## config.mk

```make
export PLATFORM = sky130hd
export DESIGN_NAME = lsu_ctrl
export DESIGN_NICKNAME = d
export VERILOG_FILES = /design/src/rtl/lsu_ctrl.sv
export SDC_FILE = /design/constraint.sdc
export NUM_CORES = 1
export LEC_CHECK = 0
export BUFFER_PORTS_ARGS = -buffer_cell sky130_fd_sc_hd__clkbuf_2
export CAP_MARGIN = 20
export CELL_PAD_IN_SITES_DETAIL_PLACEMENT = 1
export CELL_PAD_IN_SITES_GLOBAL_PLACEMENT = 1
export CORE_MARGIN = 4
export CORE_UTILIZATION = 38
export DETAILED_ROUTE_END_ITERATION = 8
export PLACE_DENSITY_LB_ADDON = 0.1
export SYNTH_ARGS = -nofsm -noshare
export SYNTH_HDL_FRONTEND = slang
export SYNTH_SLANG_ARGS = --single-unit
```

## constraint.sdc

```tcl
create_clock -name clk -period 4.4 [get_ports clk]
set_input_delay 0.66 -clock clk [delete_from_list [all_inputs] [get_ports clk]]
set_output_delay 0.66 -clock clk [all_outputs]
set_load 0.05 [all_outputs]
```

## src/rtl/lsu_ctrl.sv

```systemverilog
// Load/store unit: bridges core load/store requests to a word-addressed data
// memory. Sub-word stores are done as read-modify-write because the memory
// only writes whole words.
//
// state | meaning
// ------+-------------------------------------------------------------
// IDLE  | waiting for a request, req_ready high
// RD    | memory read issued, read word registered at end of cycle
// WR    | single-cycle memory write (SW data or merged SB/SH word)
// RESP  | response held until the core takes it with rsp_ready
module lsu_ctrl #(
    parameter int ADDR_W    = 32,
    parameter int MEM_WORDS = 1024
) (
    input  logic              clk,
    input  logic              rst,

    input  logic              req_valid,
    output logic              req_ready,
    input  logic              req_we,
    input  logic [2:0]        req_funct3,
    input  logic [ADDR_W-1:0] req_addr,
    input  logic [31:0]       req_wdata,

    output logic              rsp_valid,
    input  logic              rsp_ready,
    output logic [31:0]       rsp_rdata,
    output logic              rsp_misalign,
    output logic              rsp_illegal,

    output logic              mem_we,
    output logic [ADDR_W-1:0] mem_addr,
    output logic [31:0]       mem_wdata,
    input  logic [31:0]       mem_rdata
);

    localparam logic [1:0] IDLE = 2'd0;
    localparam logic [1:0] RD   = 2'd1;
    localparam logic [1:0] WR   = 2'd2;
    localparam logic [1:0] RESP = 2'd3;

    // Width of the word index inside the memory; bits above it pass through.
    localparam int IDX_W = $clog2(MEM_WORDS);

    localparam logic [2:0] F3_B  = 3'b000;
    localparam logic [2:0] F3_H  = 3'b001;
    localparam logic [2:0] F3_W  = 3'b010;
    localparam logic [2:0] F3_BU = 3'b100;
    localparam logic [2:0] F3_HU = 3'b101;

    logic [1:0]        state;
    logic [1:0]        state_nxt;

    logic              we_q;
    logic [2:0]        funct3_q;
    logic [ADDR_W-1:0] addr_q;
    logic [31:0]       wdata_q;
    logic [31:0]       rdata_q;
    logic              misalign_q;
    logic              illegal_q;

    logic              accept;
    logic              req_illegal;
    logic              req_misalign;
    logic              req_fault;

    logic [ADDR_W-1:0] word_addr;
    logic [7:0]        lane_byte;
    logic [15:0]       lane_half;
    logic [31:0]       load_data;
    logic [31:0]       store_word;

    // Unsupported funct3 depends on direction: stores only have B/H/W.
    function automatic logic funct3_illegal(input logic we, input logic [2:0] f3);
        logic bad;
        if (we) begin
            bad = !(f3 == F3_B || f3 == F3_H || f3 == F3_W);
        end else begin
            bad = !(f3 == F3_B || f3 == F3_H || f3 == F3_W ||
                    f3 == F3_BU || f3 == F3_HU);
        end
        return bad;
    endfunction

    // Halfwords need addr[0]=0, words need addr[1:0]=0; bytes never misalign.
    function automatic logic addr_misaligned(input logic [2:0] f3, input logic [1:0] lo);
        logic mis;
        case (f3[1:0])
            2'b01:   mis = lo[0];
            2'b10:   mis = (lo != 2'b00);
            default: mis = 1'b0;
        endcase
        return mis;
    endfunction

    // Request decode; illegal masks misalign so only one flag is ever reported.
    always_comb begin
        req_illegal  = funct3_illegal(req_we, req_funct3);
        req_misalign = !req_illegal && addr_misaligned(req_funct3, req_addr[1:0]);
        req_fault    = req_illegal | req_misalign;
        accept       = req_valid && (state == IDLE) && !rst;
    end

    // Next-state selection for the request sequencer.
    always_comb begin
        state_nxt = state;
        case (state)
            IDLE: begin
                if (accept) begin
                    if (req_fault) begin
                        state_nxt = RESP;
                    end else if (req_we && req_funct3 == F3_W) begin
                        state_nxt = WR;
                    end else begin
                        state_nxt = RD;
                    end
                end
            end
            RD:      state_nxt = we_q ? WR : RESP;
            WR:      state_nxt = RESP;
            RESP:    state_nxt = rsp_ready ? IDLE : RESP;
            default: state_nxt = IDLE;
        endcase
    end

    // State register and request capture; reset drops any in-flight response.
    always_ff @(posedge clk) begin
        if (rst) begin
            state      <= IDLE;
            we_q       <= 1'b0;
            funct3_q   <= 3'b000;
            addr_q     <= '0;
            wdata_q    <= 32'h0;
            rdata_q    <= 32'h0;
            misalign_q <= 1'b0;
            illegal_q  <= 1'b0;
        end else begin
            state <= state_nxt;
            if (accept) begin
                we_q       <= req_we;
                funct3_q   <= req_funct3;
                addr_q     <= req_addr;
                wdata_q    <= req_wdata;
                misalign_q <= req_misalign;
                illegal_q  <= req_illegal;
            end
            if (state == RD) begin
                rdata_q <= mem_rdata;
            end
        end
    end

    // Word address: index bits plus untouched upper bits, shifted down by two.
    always_comb begin
        word_addr = {2'b00, addr_q[ADDR_W-1:IDX_W+2], addr_q[IDX_W+1:2]};
    end

    // Select the addressed byte and halfword lanes of the registered read word.
    always_comb begin
        case (addr_q[1:0])
            2'd0:    lane_byte = rdata_q[7:0];
            2'd1:    lane_byte = rdata_q[15:8];
            2'd2:    lane_byte = rdata_q[23:16];
            default: lane_byte = rdata_q[31:24];
        endcase
        lane_half = addr_q[1] ? rdata_q[31:16] : rdata_q[15:0];
    end

    // Sign/zero extension of the selected lane for loads.
    always_comb begin
        case (funct3_q)
            F3_B:    load_data = {{24{lane_byte[7]}}, lane_byte};
            F3_BU:   load_data = {24'h0, lane_byte};
            F3_H:    load_data = {{16{lane_half[15]}}, lane_half};
            F3_HU:   load_data = {16'h0, lane_half};
            F3_W:    load_data = rdata_q;
            default: load_data = 32'h0;
        endcase
    end

    // Store word: merge new byte/half into the word read in RD, or full SW data.
    always_comb begin
        store_word = rdata_q;
        case (funct3_q)
            F3_B: begin
                case (addr_q[1:0])
                    2'd0:    store_word[7:0]   = wdata_q[7:0];
                    2'd1:    store_word[15:8]  = wdata_q[7:0];
                    2'd2:    store_word[23:16] = wdata_q[7:0];
                    default: store_word[31:24] = wdata_q[7:0];
                endcase
            end
            F3_H: begin
                if (addr_q[1]) begin
                    store_word[31:16] = wdata_q[15:0];
                end else begin
                    store_word[15:0] = wdata_q[15:0];
                end
            end
            default: store_word = wdata_q;
        endcase
    end

    // Output drive; rst forces everything quiet, including a WR in progress.
    always_comb begin
        req_ready    = 1'b0;
        rsp_valid    = 1'b0;
        rsp_rdata    = 32'h0;
        rsp_misalign = 1'b0;
        rsp_illegal  = 1'b0;
        mem_we       = 1'b0;
        mem_addr     = '0;
        mem_wdata    = 32'h0;
        if (!rst) begin
            case (state)
                IDLE: req_ready = 1'b1;
                RD:   mem_addr  = word_addr;
                WR: begin
                    mem_we    = 1'b1;
                    mem_addr  = word_addr;
                    mem_wdata = store_word;
                end
                default: begin
                    rsp_valid    = 1'b1;
                    rsp_misalign = misalign_q;
                    rsp_illegal  = illegal_q;
                    if (!we_q && !misalign_q && !illegal_q) begin
                        rsp_rdata = load_data;
                    end
                end
            endcase
        end
    end

endmodule

```

==> results.md, run 1 <==
* Flip-flop and latch area at about 0.0021 mm²
* Clock Root Buffer: sky130_fd_sc_hd__clkbuf_16
* Post_cts resized at 0
* Share of flip-flops with an asynchronous set or reset at 0
* Number of global-route vias before repair at roughly 6300
* Final weighted congestion in routability-driven placement at 0.903
* Total Nets Final at 1025
* Number of iterations in the first detailed-routing pass at 5
* Number of DRC violations after detailed-routing iteration 0 at between 400 and 500
* Fraction of the cycle the final worst path needs at 0.754
* Power per cell area at roughly 500 mW/mm²
* Ys flop type: sky130_fd_sc_hd__dfxtp_1
* I/O pins at 205
* Clk sinks at around 100
* Launching element type of the critical path: register
* Slew at the pin closest to its max-slew limit at 1.12 ns
* Number of antenna violations at the first check in global routing at 0
* Fill cell count at approximately 1900
* Post-Syn Instances at 750
* Count of port buffers added during placement at 202
* Required time reported for the critical path endpoint at roughly 3.7 ns
* Number of vias per cell at roughly 5.4
* Top cells by area, synth: sky130_fd_sc_hd__dfxtp_1 (36%), sky130_fd_sc_hd__nand2b_1 (7.2%), sky130_fd_sc_hd__nand2_1 (7.2%)
* Number of diodes at 0
* Combined global-route utilization of all metal layers at 0.237
* Worst setup EP type: output port
* Post-layout worst setup margin at 1.08 ns
* Post-CTS repair timing setup buffer count at 0
* Residual overflow from global routing at 0
* Pre-CTS setup slack at between 1 and 1.5 ns
* Clock Path Buffers at 2
* Clock-pin slew on the worst setup and hold paths at ~0.07 ns
* Global-route wire length before repair at 33.3 mm
* Number of synthesized flops with an enable pin at 0
* RSZ-0062 raised after global routing: false
* Unique masters post-synth at 43
* Worst Hold Slack at approximately 0.47 ns
* Count of endpoints failing setup in the final report at 0
* Area delta synth->final at 23.3%
* Worst min-delay path category: register to register
* Die Y at ~130 µm
* Initial core utilization at 0.393
* Number of routed nets with antenna violations at 0
* Netlist area before placement at a little under 0.006 mm²
* Remaining max-slew budget at the tightest pin at 0.252
* Final Hold Vio Count at 0
* Via Count at about 6000
* Max-slew violation total from the final report at 0
* Commonest cells post-synth: sky130_fd_sc_hd__nand2_1 (111), sky130_fd_sc_hd__dfxtp_1 (104), sky130_fd_sc_hd__o21ai_0 (68)
* Area of the multi-input gates at 0.00341 mm²
* # rows at 44
* Power consumption at ~3.6 mW
* Number of H-tree branching levels at 3
* Largest net degree at the start of global routing at approximately 110
* Largest fanout on the critical path at 15
* Syn Area/Cell at 7.74 µm²
* Timing-limited maximum frequency at roughly 300 MHz
* WS Path Type: register to output port
* Per-cell routed wire length at 18.9 µm
* Number of warning messages in the yosys log at 0
* Most common cell in the synthesized netlist: sky130_fd_sc_hd__nand2_1
* Placed instance count at roughly 1100
* Worst Path Arrival at roughly 2.7 ns
* Fin crit period at between 3 and 4 ns
* Area of the core at roughly 0.015 mm²
* CTS tree: done
* Post-Route WL at around 21 mm
* Die Footprint at roughly 0.017 mm²
* Layout cell share with drive strength beyond 1 at 0.269
* Latest clock arrival within the worst-skew pair at approximately 0.36 ns
* HPWL reported at the end of detailed placement at 15.9 mm
* Library cell with the largest summed area after synthesis: sky130_fd_sc_hd__dfxtp_1
* Result of the run: complete, no violations
* Max IR drop VDD at between 0.2 and 0.25 mV
* Worst clock skew on the final layout at a little under 0.006 ns
* Seq/Total Area, Yosys at 0.359
* Drt drc at 0
* Flip-flop and latch count after synthesis at about 100
* Setup Total Neg Slack at 0 ns
* Max-capacitance violation count at 0
* Die outline width at 132 µm
* Synth top area share at 0.359
* Count of hold-fix buffers inserted at cts at 0
* Clock buffers created by TritonCTS at 9
* Cell Count, Final, Fillers Out at ~1100
* Lkg Pwr at slightly below 3 nW
[cells by family (layout without fill, tap and decap cells)]
group           Yosys count  after routing  share of synthesized area
fa+ha+maj                 9              9                     0.0194
compound gates          193            193                      0.204
flops                   104            104                      0.359
simple gates            321            321                      0.270
buf+inv                  71            237                     0.0554
other cells               1              2                   0.000646
mux                      51             51                     0.0919
[path summary, 6_finish.rpt]
check / startpoint / to / slack (ns) / cells past startpoint
max: funct3_q[0] / rsp_rdata[14] / 1.08 / 5
min: addr_q[22] / addr_q[22] / 0.47 / 2
max reg2reg: state[1] / wdata_q[11] / 2.28 / 6
min reg2reg: addr_q[22] / addr_q[22] / 0.47 / 2
[stage by stage]
stage                util  area, µm²
detailed placement  0.464       6840
floorplan               -       5810
global placement    0.464       6840
global route        0.485       7160
finish              0.485       7160
CTS                 0.484       7140
[sequential cells by signal, summed over array words and instances, names as in the netlist]
register,flops
rdata_q,32
state,2
funct3_q,3
misalign_q,1
addr_q,32
we_q,1
wdata_q,32
illegal_q,1
[critical path, stage by stage (launching register included)]
cell and delay, ns:
sky130_fd_sc_hd__dfxtp_1 0.56, sky130_fd_sc_hd__inv_1 0.14, sky130_fd_sc_hd__nor2_1 0.83, sky130_fd_sc_hd__a22oi_1 0.22, sky130_fd_sc_hd__a21oi_1 0.23, sky130_fd_sc_hd__clkbuf_2 0.32
[layout by cell type, fill, tap and decap left out, types with 6 or more instances in the layout]
master,n
sky130_fd_sc_hd__nor2_1,64
sky130_fd_sc_hd__o21ai_0,68
sky130_fd_sc_hd__nor2b_1,6
sky130_fd_sc_hd__mux2_2,13
sky130_fd_sc_hd__and2_1,32
sky130_fd_sc_hd__nand2_1,111
sky130_fd_sc_hd__clkbuf_2,202
sky130_fd_sc_hd__a21oi_1,52
sky130_fd_sc_hd__inv_1,9
sky130_fd_sc_hd__nand2b_1,67
sky130_fd_sc_hd__a311oi_1,8
sky130_fd_sc_hd__buf_4,7
sky130_fd_sc_hd__dfxtp_1,104
sky130_fd_sc_hd__a22oi_1,34
sky130_fd_sc_hd__or3_1,7
sky130_fd_sc_hd__clkbuf_16,9
sky130_fd_sc_hd__nand3_1,18
sky130_fd_sc_hd__mux2i_1,33
sky130_fd_sc_hd__ha_1,8
sky130_fd_sc_hd__o31ai_1,10
[layout make-up]
class | count | share of cell area
multi-input cells | 576 | 0.476
flip-flops and latches | 104 | 0.291
repair buffers | 211 | 0.153
well taps | 184 | 0.0322
clock buffers | 10 | 0.0320
clock inverters | 6 | 0.0105
inverters | 10 | 0.00525
[power breakdown]
part / switching (mW) / total [mW] / internal, mW / leakage [nW]
registers: 0.269 / 1.42 / 1.15 / 0.852
clock network: 0.382 / 0.833 / 0.451 / 0.146
logic: 0.872 / 1.34 / 0.466 / 1.95
[routing by layer]
metal	GRT usage	part of all wire	vias up
met4	0.106	0.037	0
li1	-	-	2898
met2	0.399	0.47	205
met1	0.282	0.42	2823
met3	0.0673	0.074	47
met5	0	0	-
Power figures use the tool's default switching activity.
==> inputs of run 2 (changes only) <==
--- a/config.mk
+++ b/config.mk
@@ -10,7 +10,7 @@
 export CELL_PAD_IN_SITES_DETAIL_PLACEMENT = 1
 export CELL_PAD_IN_SITES_GLOBAL_PLACEMENT = 1
 export CORE_MARGIN = 4
-export CORE_UTILIZATION = 38
+export CORE_UTILIZATION = 32
 export DETAILED_ROUTE_END_ITERATION = 8
 export PLACE_DENSITY_LB_ADDON = 0.1
 export SYNTH_ARGS = -nofsm -noshare
==> constraint.sdc (replaced) <==
create_clock -name clk -period 2.96 [get_ports clk]
set_input_delay 0.444 -clock clk [delete_from_list [all_inputs] [get_ports clk]]
set_output_delay 0.444 -clock clk [all_outputs]
set_load 0.05 [all_outputs]
==> run 2 against run 1 <==
Effect of this change:
- worst hold slack got worse by 0.20 ns
- combinational power rose by 62%
- worst setup slack got worse by 0.94 ns
- core utilization fell by 3.2 points
- first-iteration DRC count fell by 18%
- sequential share of layout area fell by 2.9 points
- via count rose by 0.89%
- critical path depth rose by 1
- routed wire length rose by 5.5%
- final cell count rose by 4.7%
- sequential cell count did not move
- final area rose by 11%
- critical endpoint is now mem_wdata[4]
==> results.md, run 2 (synthesis results as in run 1) <==
* Result of the run: complete, no violations
* Reg2reg setup slack at approximately 0.99 ns
* Area delta synth->final at 37.1%
* Drt drc at 0
* Clock Root Buffer: sky130_fd_sc_hd__clkbuf_16
* Number of iterations in the first detailed-routing pass at 5
* Launching element type of the critical path: register
* Beginning of the worst register-to-register path: state[0]
* Fraction of the cycle the final worst path needs at 0.951
* Clk sinks at roughly 100
* Area of the core at 0.0175 mm²
* Hold Path End: addr_q[23]
* Global-route wire length before repair at around 34 mm
* Count of endpoints failing setup in the final report at 0
* Worst flop-to-flop path endpoint: addr_q[2]
* Largest net degree at the start of global routing at 65
* Die Footprint at slightly above 0.02 mm²
* Initial core utilization at 0.331
* Fin crit period at between 2 and 3 ns
* Wire length the detailed router placed on met1 at between 9 and 10 mm
* Number of global-route vias before repair at roughly 6400
* Detailed-routed wire length on met3 at 1.46 mm
* Via Count at 6026
* Met2 wire len at approximately 11 mm
* Die outline width at between 100 and 150 µm
* WS Path Type: register to output port
* Biggest regs: addr_q x32, rdata_q x32, wdata_q x32
* Largest fanout on the critical path at 28
* Number of DRC violations after detailed-routing iteration 0 at around 340
* Clock buffers created by TritonCTS at 9
* Combined global-route utilization of all metal layers at 0.213
* Worst min-delay path category: primary input to register
* Max IR drop VDD at around 0.32 mV
* Number of vias per cell at roughly 5.2
* Length in cells of the worst reg-to-reg path at 6
* Post-Route WL at roughly 22 mm
* Power per cell area at about 700 mW/mm²
* Count of port buffers added during placement at between 200 and 250
* Required time reported for the critical path endpoint at between 2 and 3 ns
* Timing-limited maximum frequency at about 360 MHz
* Total Nets Final at ~1000
* Worst Path Arrival at around 2.4 ns
* RSZ-0062 raised after global routing: false
* Max-slew violation total from the final report at 0
* Top metal layer carrying routed signals: met4
* Die Y at roughly 140 µm
* # rows at 48
* Latest clock arrival within the worst-skew pair at between 0.3 and 0.4 ns
* Count of hold-fix buffers inserted at cts at 0
* Final Hold Vio Count at 0
* Worst hold stages at 3
* Final weighted congestion in routability-driven placement at 0.947
* Residual overflow from global routing at 0
* Remaining max-slew budget at the tightest pin at 0.619
* Lkg Pwr at 3.15 nW
* CTS tree: done
* Per-cell routed wire length at about 19 µm
* Layout cell share with drive strength beyond 1 at 0.281
* Setup Total Neg Slack at 0 ns
* Worst clock skew on the final layout at approximately 0.0066 ns
* HPWL reported at the end of detailed placement at between 15 and 20 mm
* Worst Min Path Start: req_addr[23]
* Max-capacitance violation count at 0
* Number of antenna violations at the first check in global routing at 0
* I/O pins at a little over 200
* Number of diodes at 0
* Commonest non-fill, non-tap cell in the layout: sky130_fd_sc_hd__clkbuf_2
* Number of routed nets with antenna violations at 0
* Clock-pin slew on the worst setup and hold paths at ~0.080 ns
* Slew at the pin closest to its max-slew limit at 0.571 ns
* Power consumption at roughly 5.5 mW
* Clock Path Buffers at 2
* Worst setup EP type: output port
* Commonest cells after routing, fill and taps aside: sky130_fd_sc_hd__clkbuf_2 (158), sky130_fd_sc_hd__nand2_1 (111), sky130_fd_sc_hd__dfxtp_1 (104)
* Number of H-tree branching levels at 3
==> run 2: changes by cell type in the layout (fill, tap and decap cells not counted) <==
cell                         change
sky130_fd_sc_hd__buf_12         +44
sky130_fd_sc_hd__buf_4          +12
sky130_fd_sc_hd__buf_6           -1
sky130_fd_sc_hd__clkbuf_2       -44
sky130_fd_sc_hd__clkinv_4        -1
sky130_fd_sc_hd__clkinvlp_4      +1
sky130_fd_sc_hd__nand2b_1        -1
sky130_fd_sc_hd__nand2b_2        +1
sky130_fd_sc_hd__nor2b_1         -2
sky130_fd_sc_hd__nor2b_2         +2
==> run 2: how the worst max path moves through the flow <==
stage	startpoint	to	slack, ns
final	funct3_q[1]	mem_wdata[4]	0.15
after floorplan	rst	rsp_rdata[11]	0.13
after CTS	state[0]	mem_wdata[4]	0.11
after global placement	rst	mem_wdata[6]	0.58
after detailed placement	state[0]	mem_wdata[4]	0.53
after global routing	funct3_q[1]	mem_wdata[4]	0.02
==> run 2: metal layers <==
metal  vias to the layer above  track usage
met5                         -            0
met4                         0       0.0780
met3                        38       0.0482
met2                       214        0.369
met1                      2860        0.259
li1                       2914            -
==> run 2: per-stage QoR <==
stage	cell area [µm²]	std cells	hold WS, ns	worst slack, ns	utilization
2_1_floorplan	5810	751	0.445	0.133	-
3_3_place_gp	7640	1137	0.456	0.576	0.436
3_5_place_dp	7640	1137	0.462	0.530	0.436
4_1_cts	7950	1153	0.262	0.110	0.453
5_1_grt	7950	1153	0.289	0.0187	0.453
6_report	7950	1153	0.273	0.145	0.453
==> run 2: critical path, stage by stage (launching register included) <==
cell and delay (ns):
sky130_fd_sc_hd__dfxtp_1 0.43, sky130_fd_sc_hd__nor2_1 0.19, sky130_fd_sc_hd__buf_4 0.32, sky130_fd_sc_hd__o21a_1 0.36, sky130_fd_sc_hd__nand3_1 0.14, sky130_fd_sc_hd__a21oi_1 0.24
sky130_fd_sc_hd__clkbuf_2 0.32
==> run 2: final cells by class <==
cell class	count	area [µm²]
flip-flops and latches	104	2080
well taps	225	282
repair buffers	222	1830
fillers	2144	9580
inverters	10	37.5
multi-input cells	576	3410
clock buffers	10	229
clock inverters	6	73.8
==> run 2: power by group <==
group,internal [mW],leakage (nW),total (mW),switching (mW)
combinational,0.807,2.16,2.17,1.37
sequential,1.71,0.852,2.11,0.397
clock,0.670,0.142,1.26,0.589
total,3.19,3.15,5.54,2.35
==> run 2: repair_timing <==
| item | 4_1_cts | 5_1_grt |
|---|---|---|
| endpoints found under the setup margin | 0 | 12 |
| gates resized for setup | 0 | 2 |
| hold endpoints to repair | 0 | 0 |
| setup buffers | 0 | 0 |
